==> src/rtl/alu_result_stage.sv <==
// Result stage for the 4-bit ALU: tags each result with its select code and flags, then buffers it in a FIFO behind valid/ready.
// Optional saturating carry statistics counter enabled by defining ALU_STATS_EN.
module alu_result_stage #(
  parameter int DATA_W = 4,
  parameter int DEPTH  = 4
) (
  input  logic                     clk,
  input  logic                     rst_n,
  input  logic                     in_valid,
  output logic                     in_ready,
  input  logic [2:0]               in_sel,
  input  logic [DATA_W:0]          in_result,
  output logic                     out_valid,
  input  logic                     out_ready,
  output logic [DATA_W-1:0]        out_data,
  output logic [2:0]               out_sel,
  output logic                     out_carry,
  output logic                     out_zero,
  output logic [$clog2(DEPTH):0]   count,
  output logic [7:0]               carry_count
);

  localparam int PTR_W   = $clog2(DEPTH);
  localparam int CNT_W   = PTR_W + 1;
  localparam int ENTRY_W = DATA_W + 5;
  localparam logic [CNT_W-1:0] FULL_COUNT = CNT_W'(DEPTH);

  logic [ENTRY_W-1:0] mem [DEPTH];
  logic [PTR_W-1:0]   wr_ptr;
  logic [PTR_W-1:0]   rd_ptr;
  logic               push;
  logic               pop;
  logic               push_carry;
  logic               push_zero;
  logic [ENTRY_W-1:0] head;

  always_comb begin
    in_ready   = (count < FULL_COUNT);
    out_valid  = (count != '0);
    push       = in_valid && in_ready;
    pop        = out_valid && out_ready;
    // Logic ops never produce a carry; bit DATA_W is meaningless for them (nand sets it).
    push_carry = in_sel[2] ? 1'b0 : in_result[DATA_W];
    push_zero  = (in_result[DATA_W-1:0] == '0);
  end

  always_ff @(posedge clk) begin
    if (push) begin
      mem[wr_ptr] <= {in_sel, in_result[DATA_W-1:0], push_carry, push_zero};
    end
  end

  always_ff @(posedge clk) begin
    if (!rst_n) begin
      wr_ptr <= '0;
      rd_ptr <= '0;
      count  <= '0;
    end else begin
      if (push) begin
        wr_ptr <= wr_ptr + 1'b1;
      end
      if (pop) begin
        rd_ptr <= rd_ptr + 1'b1;
      end
      if (push && !pop) begin
        count <= count + 1'b1;
      end else if (pop && !push) begin
        count <= count - 1'b1;
      end
    end
  end

  always_comb begin
    head      = mem[rd_ptr];
    out_sel   = head[ENTRY_W-1 -: 3];
    out_data  = head[DATA_W+1:2];
    out_carry = head[1];
    out_zero  = head[0];
  end

`ifdef ALU_STATS_EN
  always_ff @(posedge clk) begin
    if (!rst_n) begin
      carry_count <= '0;
    end else if (push && push_carry && (carry_count != '1)) begin
      carry_count <= carry_count + 1'b1;
    end
  end
`else
  assign carry_count = '0;
`endif

endmodule

==> config.mk <==
export PLATFORM = sky130hd
export DESIGN_NAME = alu_result_stage
export DESIGN_NICKNAME = d
export VERILOG_FILES = /design/src/rtl/alu_result_stage.sv
export SDC_FILE = /design/constraint.sdc
export NUM_CORES = 1
export LEC_CHECK = 0
export ABC_AREA = 1
export CAP_MARGIN = 20
export CORE_ASPECT_RATIO = 0.5
export CORE_MARGIN = 4
export CORE_UTILIZATION = 31
export CTS_BUF_LIST = sky130_fd_sc_hd__clkbuf_8 sky130_fd_sc_hd__clkbuf_16
export CTS_CLUSTER_SIZE = 10
export DETAILED_ROUTE_END_ITERATION = 16
export HOLD_SLACK_MARGIN = 0.02
export SETUP_SLACK_MARGIN = 0.4
export SYNTH_ARGS = -nofsm -noshare
export SYNTH_HDL_FRONTEND = slang
export SYNTH_SLANG_ARGS = --single-unit
==> constraint.sdc <==
create_clock -name clk -period 1.9 [get_ports clk]
set_input_delay 0.38 -clock clk [delete_from_list [all_inputs] [get_ports clk]]
set_output_delay 0.38 -clock clk [all_outputs]
set_load 0.03 [all_outputs]
* Word level (Yosys, flattened, before mapping)
Memory sizes are Yosys's and may differ from the RTL's. A register that Yosys moved wholly into a read port is not among the register bits.
Index checks and enable logic that the tools add are counted.
** Storage, ports and cells
- Register bits :: 7
- Bits in writable memories :: 36
- Output and inout port bits :: 22
- Logic and storage cells :: 25
- Memories :: 1
** Memory list
- mem :: words 4, width 9, read ports 1, clocked after Yosys merged registers in 1, write ports 1, line 28 : logic [ENTRY_W-1:0] mem [DEPTH];
** Cells by class
- Add/sub/neg operators :: 4
- Magnitude comparators :: 1
- Multiplexer cells :: 7
- Reduce and logical (&&, ||, !) cells :: 9
** Operator list (number)
- $mux W3 :: 2
- $add A2 B1 Y2 const B :: 2
- $logic_and A1 B1 Y1 :: 4
- $logic_not A4 Y1 :: 1
- $mux W2 :: 2
- $add A3 B1 Y3 const B :: 1
- $lt A3 B3 Y1 const B :: 1
- $mux W1 :: 3
- $reduce_bool A3 Y1 :: 1
- $sub A3 B1 Y3 const B :: 1
- $logic_not A1 Y1 :: 2
- $reduce_bool A2 Y1 :: 1

* Depth between registers and ports, before layout
- Depth after elaboration :: 6
- Gate-level depth with buffers :: 12
- Mapped depth without buffers :: 12

* Worst setup path after synthesis
OpenSTA, ideal clock, no wires.
- Path type :: reg2reg
- Start point :: reg count[0]
- End point :: reg count[1]
- Data arrival time :: 1.895 ns
- Required time :: 1.784 ns
- Setup slack :: -0.111 ns
- Stages on the path, launching flop included :: 9
- Clock period less this slack :: 2.011 ns
- Cells stage by stage :: dfxtp_1 -> inv_1 -> nand2_1 -> nand2_1 -> ha_1 -> inv_1 -> fa_1 -> o21ai_0 -> nor2_1
** On the way
- Longest elaborated chain between the ends :: 5
- Elaborated cells on any way between the ends :: 13
- Classes of those cells :: add/sub (2); order compare (1); mux (2); reduce/logical (8)
** Ends and longest elaborated chain
- start: declaration :: line 19 : output logic [$clog2(DEPTH):0] count,
- start signal: assignment :: line 66 : count <= count + 1'b1;
- start signal: assignment :: line 68 : count <= count - 1'b1;
- $reduce_bool A3 Y1 * :: line 39 : out_valid = (count != '0);
- net out_valid :: line 13 : output logic out_valid,
- $logic_and A1 B1 Y1 * :: line 41 : pop = out_valid && out_ready;
- $logic_not A1 Y1 :: line 65 : if (push && !pop) begin
- $logic_and A1 B1 Y1 :: line 65
- $mux W3 or $reduce_bool A2 Y1 (tied branches)
The timed path passes the listed nets; every way through them passes the cells marked *. The select of a mux whose other input is x is not followed.
A chain may end at the register's enable or synchronous reset.

==> run metrics <==
Clk Latency, worst-skew pair between 200 and 300 ps; Synth Area in Simple Gates 10.20%; I/O Pins 34; Worst Path Max Fanout 18; worst r2r dst count[2]; status finished clean; nets 220; Synth Cell Area roughly 2000 µm²; global routing's busiest layer met2; Antenna Nets Post-Route 0; Chip Width 120.9 µm; Clock Path Buffers 2; Worst Reg-to-Reg Cells 12; Post-CTS Hold Fix Bufs 0; PnR worst setup slack roughly 230 ps; Global Route Usage Sum 9.240%; Setup crit end out_data[3]; n_diodes 0; vias in the first global route 1204; Root Driver clkbuf_16; Syn Inst Count 161; Setup Skew 3.449 ps; reg2reg setup slack about 400 ps; kind of critical path reg2out; Final Hold Vio Count 0; total power per unit cell area 1473 nW/µm²; post-synthesis mux area share 0%; Finish-stage setup viols 0; max-slew violations 0; YS warnings 0; Tcrit/Tclk final 88.01%; initial drt markers 25; Starting Density 32.20%; Rows 20; fin cells 291; RSZ-0062 raised after global routing true; HP Class reg2reg; Detailed Routing Iterations Pass 1 4; xor/xnor share of the synthesized area 0%; synthesized flop and latch total 45; Synth Area in Compound Gates 12.74%; M2 GR Usage 16.24%; commonest cells after routing, fill and taps aside 36 x edfxtp_1, 18 x nor2_1, 17 x o21ai_1, 14 x buf_4, 13 x inv_1; Port Buf Inserts 25; Pleak between 1 and 1.5 nW; Tmin final 1672 ps; sequential area share after synthesis 63.88%; GR Util met3 between 2 and 2.5%; Avg Cell Area, Syn 12.26 µm²; Multi-input gate area roughly 620 µm²; Setup WS pre-CTS -67.78 ps; Seq. cell area between 1000 and 1500 µm²; height of the die 64.43 µm; Worst-path clk slew 60 ps; share of cells above drive strength 1 33.50%; DIE AREA just under 8000 µm²; largest net degree at the start of global routing 20; origin of the critical flop-to-flop path count[1]; cts bufs inserted 5; critical path required time between 1500 and 2000 ps; Layout fillers roughly 580; core box area 6131 µm²; Post-Place Cells between 200 and 300; Peak VDD IR 0.6554 mV; most common cell after layout, fill and taps aside edfxtp_1; gpl congestion 0.7548; gr ovfl total 0; CP Data Arrival Time approximately 1300 ps; half-perimeter wire length after placement 2343 µm; Synth Area in Adders 4.183%; initial antenna violation count 0; drt wl/cell 12.29 µm; CTS tree built; number of remaining DRC errors 0; vias after detailed routing 1244; Worst Setup End Kind primary output; # clock sinks 45; Synth cell types 22; global-route wire length before repair about 5600 µm; Max Cap Viol 0; routed wire length 3575 µm; fmax 0.5980 GHz; met1 GRT Util 10.97%; post-DR vias/cell 4.275; # H-tree levels 2; CP Launch Type register; Layout area overhead 34.47%; largest family of logic cells by synthesized area compound AO/OA/AOI/OAI gates
flip-flops by register name, indices dropped and copies added, names as in the netlist, named ones only:
register / cells
rd_ptr: 2
count: 3
wr_ptr: 2
mem: 36
synth_stat cells:
| cell type | number | area, µm² |
|---|---|---|
| dfxtp_1 | 9 | 180.2 |
| buf_6 | 2 | 22.52 |
| nor4_1 | 1 | 6.260 |
| nand4_1 | 1 | 6.260 |
| o22ai_2 | 9 | 112.6 |
| inv_8 | 1 | 11.26 |
| ha_1 | 5 | 62.56 |
| nand2_2 | 1 | 6.260 |
| o21ai_2 | 1 | 8.760 |
| nor2_1 | 21 | 78.83 |
| o21ai_1 | 1 | 5.000 |
| buf_12 | 1 | 20.02 |
| nand2_1 | 10 | 37.54 |
| conb_1 | 1 | 3.750 |
| o21ai_0 | 20 | 100.1 |
| buf_4 | 8 | 60.06 |
| nor2_2 | 9 | 56.30 |
| fa_1 | 1 | 20.02 |
| a21oi_1 | 5 | 25.02 |
| nand3_1 | 2 | 10.01 |
| inv_1 | 16 | 60.06 |
| edfxtp_1 | 36 | 1081 |
critical path, cell delays in order, from the launching register on:
cell	delay, ps
dfxtp_4	370
buf_12	150
inv_16	100
nor2_2	50
o22ai_2	200
buf_12	150
per-layer routing:
metal / up-vias / routed length [µm]
li1: 626 / -
met1: 585 / 1694
met2: 26 / 1696
met3: 7 / 134
met4: 0 / 50
met5: - / 0
worst min path at each step:
stage	from	to	cells past startpoint
after floorplan	rd_ptr[0]	register	2
after global placement	rd_ptr[0]	rd_ptr[0]	2
after detailed placement	rd_ptr[0]	register	2
after CTS	rd_ptr[0]	register	2
after global routing	rd_ptr[0]	rd_ptr[0]	2
final	rd_ptr[0]	register	2
stage by stage:
stage | power [mW] | cell area, µm² | utilization, % | hold WS [ps] | TNS, ps
2_1_floorplan | 2.336 | 2052 | - | 448.1 | 0
3_3_place_gp | 2.751 | 2352 | 38.37 | 465.4 | -63.37
3_5_place_dp | 2.772 | 2352 | 38.37 | 474.8 | -120.7
4_1_cts | 3.804 | 2571 | 41.94 | 491.4 | 0
5_1_grt | 4.115 | 2655 | 43.31 | 537.7 | 0
6_report | 3.910 | 2655 | 43.31 | 484.0 | 0
area by class of cell:
cell class | instances | share of cell area [%]
multi-input combinational | 95 | 23.33
clock inverter | 3 | 1.602
timing repair buffer | 38 | 14.89
inverter | 17 | 3.110
tap | 88 | 4.147
clock buffer | 5 | 4.713
sequential | 45 | 48.21
logic make-up (layout without fill, tap and decap cells):
family | after synthesis | count (layout)
simple gates | 45 | 45
other cells | 1 | 8
fa+ha+maj | 6 | 6
buf+inv | 28 | 63
flops | 45 | 45
compound gates | 36 | 36
timing repair:
item,in CTS,in global routing
pin swaps,6,3
cloned,0,2
gates resized for setup,29,19
endpoints found under the setup margin,16,17
setup buffers,4,0
where the power goes:
group | leakage (nW) | switching (mW) | internal (mW) | total (mW)
combinational | 0.524 | 0.927 | 0.690 | 1.62
sequential | 0.409 | 0.102 | 1.24 | 1.34
clock | 0.0852 | 0.338 | 0.617 | 0.955
Note: power is estimated with default switching activity, not from simulation.
